### config.mk
export PLATFORM = sky130hd
export DESIGN_NAME = cla_seq_ctrl
export DESIGN_NICKNAME = d
export VERILOG_FILES = /design/src/rtl/cla_pkg.sv /design/src/rtl/cla_slice.sv /design/src/rtl/cla_seq_ctrl.sv
export SDC_FILE = /design/constraint.sdc
export NUM_CORES = 1
export LEC_CHECK = 0
export CAP_MARGIN = 25
export CORE_ASPECT_RATIO = 1.75
export CORE_MARGIN = 1.5
export CORE_UTILIZATION = 58
export DETAILED_ROUTE_END_ITERATION = 16
export DONT_BUFFER_PORTS = 1
export PLACE_DENSITY = 0.76
export SLEW_MARGIN = 5
export SYNTH_ARGS = -nofsm -noshare
export SYNTH_HDL_FRONTEND = slang
export SYNTH_SLANG_ARGS = --single-unit
### constraint.sdc
create_clock -name i_clk -period 3.97 [get_ports i_clk]
set_input_delay 0.397 -clock i_clk [delete_from_list [all_inputs] [get_ports i_clk]]
set_output_delay 0.397 -clock i_clk [all_outputs]
set_load 0.005 [all_outputs]
### src/rtl/cla_pkg.sv
// cla_pkg: shared constants, state encoding and helpers for the sequenced CLA adder
package cla_pkg;
  localparam int SLICE_W = 10;
  localparam int NSLICE = 4;
  localparam int W = SLICE_W * NSLICE;
  typedef enum logic [1:0] {IDLE, RUN, DONE} state_t;
  function automatic int idx_width(input int n);
    return n > 1 ? $clog2(n) : 1;
  endfunction
  localparam int IDX_W = idx_width(NSLICE);
endpackage

### src/rtl/cla_slice.sv
// cla_slice: combinational N-bit carry-lookahead adder slice
module cla_slice #(
  parameter int N = 10
) (
  input  logic [N-1:0] a,
  input  logic [N-1:0] b,
  input  logic         ci,
  output logic [N-1:0] s,
  output logic         co
);
  logic [N-1:0] g;
  logic [N-1:0] p;
  logic [N:0]   c;
  assign g = a & b;
  assign p = a ^ b;
  // every carry is expanded from g, p and ci directly rather than rippled from c[i]
  always_comb begin
    c = '0;
    c[0] = ci;
    for (int i = 0; i < N; i++) begin
      logic acc;
      logic pp;
      acc = g[i];
      pp = p[i];
      for (int j = i - 1; j >= 0; j--) begin
        acc = acc | (pp & g[j]);
        pp = pp & p[j];
      end
      c[i+1] = acc | (pp & ci);
    end
  end
  assign s = p ^ c[N-1:0];
  assign co = c[N];
endmodule

### src/rtl/cla_seq_ctrl.sv
// cla_seq_ctrl: wide adder that time-shares one CLA slice, least-significant slice first
module cla_seq_ctrl #(
  parameter int SLICE_W = cla_pkg::SLICE_W,
  parameter int NSLICE = cla_pkg::NSLICE,
  localparam int W = SLICE_W * NSLICE
) (
  input  logic         i_clk,
  input  logic         i_rst,
  input  logic         i_valid,
  output logic         o_ready,
  input  logic [W-1:0] i_add1,
  input  logic [W-1:0] i_add2,
  output logic         o_valid,
  input  logic         i_ready,
  output logic [W:0]   o_result,
  output logic         o_busy
);
  import cla_pkg::*;
  localparam int IW = idx_width(NSLICE);
  state_t state;
  state_t state_n;
  logic [IW-1:0] idx;
  logic carry;
  logic [W-1:0] a_r;
  logic [W-1:0] b_r;
  logic [W-1:0] sum_r;
  logic [W-1:0] sum_n;
  logic [W:0] res;
  logic [SLICE_W-1:0] sa;
  logic [SLICE_W-1:0] sb;
  logic [SLICE_W-1:0] ss;
  logic co;
  logic last;
  assign last = idx == IW'(NSLICE - 1);
  assign sa = a_r[idx*SLICE_W +: SLICE_W];
  assign sb = b_r[idx*SLICE_W +: SLICE_W];
  cla_slice #(.N(SLICE_W)) u_slice (
    .a (sa),
    .b (sb),
    .ci(carry),
    .s (ss),
    .co(co)
  );
  always_comb begin
    sum_n = sum_r;
    sum_n[idx*SLICE_W +: SLICE_W] = ss;
  end
  always_ff @(posedge i_clk) begin
    if (i_rst) state <= IDLE;
    else state <= state_n;
  end
  always_comb begin
    state_n = state;
    if (state == IDLE && i_valid) state_n = RUN;
    else if (state == RUN && last) state_n = DONE;
    else if (state == DONE && i_ready) state_n = IDLE;
  end
  always_comb begin
    o_ready = state == IDLE;
    o_valid = state == DONE;
    o_busy = state != IDLE;
    o_result = res;
  end
  // res is separate from sum_r so the last result survives the next accept
  always_ff @(posedge i_clk) begin
    if (i_rst) begin
      idx <= '0;
      carry <= 1'b0;
      a_r <= '0;
      b_r <= '0;
      sum_r <= '0;
      res <= '0;
    end else if (state == IDLE && i_valid) begin
      a_r <= i_add1;
      b_r <= i_add2;
      sum_r <= '0;
      carry <= 1'b0;
      idx <= '0;
    end else if (state == RUN) begin
      sum_r <= sum_n;
      carry <= co;
      idx <= last ? idx : idx + 1'b1;
      if (last) res <= {co, sum_n};
    end
  end
endmodule

==> impl_metrics.ini <==
[status]
outcome = complete, no violations

[cells_and_area]
drive_gt1_frac = 0.1261
n_fill_cell = 1200
final_net_count = 1072
synthToLayoutAreaGrowth_pct = 10.19
antenna-diode-count = 0

[detailed_routing]
route.top_layer_used = met4
route.detailed.wl_per_inst_um = 20.49
detailedRoute.firstIterationViolations = 532
antenna_left = 0
drc_violation_count_after_routing = 0
wl_met2_mm = 12.09
drt_first_pass_iters = 6
wl_met1_mm = 8.602
via_count = 7391
total_wire_length_after_detailed_routing_mm = 23.77
met3WireLength_mm = 1.319
post_drt_via_cell_ratio = 6.372

[sta]
setup_violations = 0
timing.clock.skew_ns = 0.01281
slew-limit-headroom = 0.4356
setup_total_negative_slack_ns = 0
grt_setup_unrepaired = no
slew_viol_final = 0
timing_hold_violations_final = 0
min_period_over_period = 0.9480
period_needed_ns = 3.764
worst_slack_ns = 0.2064
worst_pin_slew_ns = 0.8466
fmax_mhz = 265.7

[clocking]
cts_tree = built
ctsRootBufferMaster = sky130_fd_sc_hd__clkbuf_16
h-tree-depth = 4
cts_made_buffers = 17
clk_lat_worst_skew_ns = 0.43
numClockSinks = 166
cts_hold_buffers = 0
clock_tree.buffer_depth = 2
worst_setup_hold_path_clk_slew_ns = 0.07

[placed_design]
port-buffer-count = 0
dpl_worst_slack_ns = 0.1895
hpwlAfterDp_mm = 16.95
place_congestion = 0.9739

[global_routing]
number_of_global_route_vias_before_repair = 7016
total_global_route_track_usage = 0.3293
grt_start_max_net_pins = 105
grt_pass1_wl_mm = 37.50
grt_overflow = 0
antenna_found_initial = 0

[synth]
cell_count_after_synthesis = 985
synth_fa_ha_area_frac = 0.02872
synth_top_area_frac = 0.4101
synth.area.mux_share = 0.06053
synth_compound_area_frac = 0.2480
synthFlopType = sky130_fd_sc_hd__dfxtp_1
synth_fp_nets = 1087
synth-warning-count = 0
number_of_enable_flip_flop_cells_after_synthesis = 0
netlist_area_um2 = 8103
synthDominantAreaCellType = sky130_fd_sc_hd__dfxtp_1
ys_async_sr_fraction = 0
synth-seq-cells = 166
syn-mean-instance-area_um2 = 8.226
synth_top_cells_by_count = 205 x sky130_fd_sc_hd__nand2_1, 166 x sky130_fd_sc_hd__dfxtp_1, 139 x sky130_fd_sc_hd__a21oi_1
post_synth_xor_area_fraction = 0.003243
synth_area_leaders = sky130_fd_sc_hd__dfxtp_1 41%, sky130_fd_sc_hd__nand2_1 9.5%, sky130_fd_sc_hd__a21oi_1 8.6%
post_synth_and_or_nand_nor_area_fraction = 0.2061
largest_family_of_logic_cells_by_synthesized_area = compound AO/OA/AOI/OAI gates
synth.most_common_cell = sky130_fd_sc_hd__nand2_1
synth.yosys.seq_area_share = 0.4101
number_of_different_library_cells_in_the_post_synthesis_netlist = 73

[critical_path]
critical_path.startpoint = idx[0]$_SDFFE_PP0P_
crit-reg2reg-launch = idx[0]$_SDFFE_PP0P_
timing_worst_setup_path_type = register to register
critical_path_required_ns = 4.26
crit_arrival_ns = 4.05
startpoint_type = register
critical_path.max_fanout = 10
endpoint_class_of_the_critical_path = register

[worst_hold_path]
hold_path.class = input pin to register
hold_path.startpoint = i_rst

[die]
floorplan.die_area_um2 = 14720
floorplan.die.width_um = 92.35
core_um2 = 13760
core.rowCount = 57
die_h_um = 159.4
starting_density = 0.5887
count_of_boundary_i_o_pins = 128

[power]
power.density_nw_per_um2 = 450.4
power_leakage_nw = 3.173
max-vdd-ir-drop_uv = 340.9

[run]
max-cap-violations = 0
==> state kept, by name (all words and copies together), names as in the netlist <==
| register | flops |
|---|---|
| carry | 1 |
| state | 2 |
| o_result | 41 |
| sum_r | 40 |
| idx | 2 |
| b_r | 40 |
| a_r | 40 |
==> through the flow <==
step                      utilization  hold slack [ns]  cells  cell area [um^2]  total power, mW
final                          0.6487          0.04046   1160              8929            4.021
after global routing           0.6487          0.02751   1160              8929            4.171
after CTS                      0.6486          0.03616   1160              8927            4.018
after detailed placement       0.6062           0.4392   1128              8344            2.408
after global placement         0.6062           0.4289   1128              8344            2.401
after floorplan                     -           0.4168    985              8105            2.238
==> routing by layer <==
metal  global-route usage  vias up
met1               0.3660     3439
met2               0.5451      317
li1                     -     3536
met4               0.2385        0
met3              0.07116       99
met5                    0        -
==> placed cells by master (no fill, tap or decap), types with 7 or more instances in the layout <==
cell	synthesis	layout
sky130_fd_sc_hd__nand3_1	40	40
sky130_fd_sc_hd__nor3_1	16	16
sky130_fd_sc_hd__o21ai_0	62	62
sky130_fd_sc_hd__clkbuf_16	0	17
sky130_fd_sc_hd__a31oi_1	11	11
sky130_fd_sc_hd__a22oi_1	7	7
sky130_fd_sc_hd__a21oi_1	139	139
sky130_fd_sc_hd__nand2_1	205	204
sky130_fd_sc_hd__buf_4	0	37
sky130_fd_sc_hd__ha_1	17	17
sky130_fd_sc_hd__inv_1	15	15
sky130_fd_sc_hd__dfxtp_1	166	164
sky130_fd_sc_hd__nor2_1	58	58
sky130_fd_sc_hd__a211oi_1	13	13
sky130_fd_sc_hd__mux4_2	20	20
sky130_fd_sc_hd__a221oi_1	10	10
==> final cells by class <==
| cell class | count | area [um^2] | area share |
|---|---|---|---|
| Sequential cell | 166 | 3326 | 0.3725 |
| Tap cell | 177 | 221.5 | 0.02480 |
| Inverter | 18 | 67.56 | 0.007567 |
| Clock inverter | 15 | 157.7 | 0.01766 |
| Multi-Input combinational cell | 729 | 4433 | 0.4965 |
| Timing Repair Buffer | 38 | 297.8 | 0.03335 |
| Clock buffer | 17 | 425.4 | 0.04765 |
==> critical path, cell delays in order, from the launching register on <==
cell,delay (ns)
sky130_fd_sc_hd__dfxtp_2,0.48
sky130_fd_sc_hd__buf_4,0.26
sky130_fd_sc_hd__mux4_2,0.34
sky130_fd_sc_hd__ha_1,0.40
sky130_fd_sc_hd__a21o_2,0.28
sky130_fd_sc_hd__a21oi_1,0.29
sky130_fd_sc_hd__mux2i_1,0.21
sky130_fd_sc_hd__o31ai_1,0.38
sky130_fd_sc_hd__o21ai_0,0.26
sky130_fd_sc_hd__a21oi_1,0.54
sky130_fd_sc_hd__o21ai_0,0.18
==> power by group <==
part / switching (mW) / leakage, nW / internal [mW] / total, mW
Sequential: 0.0389 / 1.35 / 1.73 / 1.77
Clock: 0.788 / 0.277 / 0.842 / 1.63
Combinational: 0.423 / 1.54 / 0.203 / 0.626
Total: 1.25 / 3.17 / 2.77 / 4.02
==> cell families (layout without fill, tap and decap cells) <==
kind of cell             after synthesis  count (layout)
flip-flops                           166             166
AND/OR/NAND/NOR                      372             372
AO/OA/AOI/OAI                        312             312
buffers and inverters                 90              88
multiplexers                          24              24
XOR/XNOR                               3               3
adder cells (fa/ha/maj)               18              18
==> repair_timing <==
item | CTS | global route
setup buffers | 0 | 0
setup endpoints to repair | 0 | 9
resized for setup | 0 | 1
==> final timing paths <==
kind                                                   to  slack, ns  cells past startpoint
worst max-delay path               sum_r[29]$_SDFFE_PP0P_       0.21                     10
worst min-delay path            o_result[11]$_SDFFE_PP0P_       0.04                      1
worst max register to register     sum_r[29]$_SDFFE_PP0P_       0.21                     10
worst min register to register       a_r[19]$_SDFFE_PP0P_       0.45                      2
No activity file was read; power rests on OpenSTA's default activity.
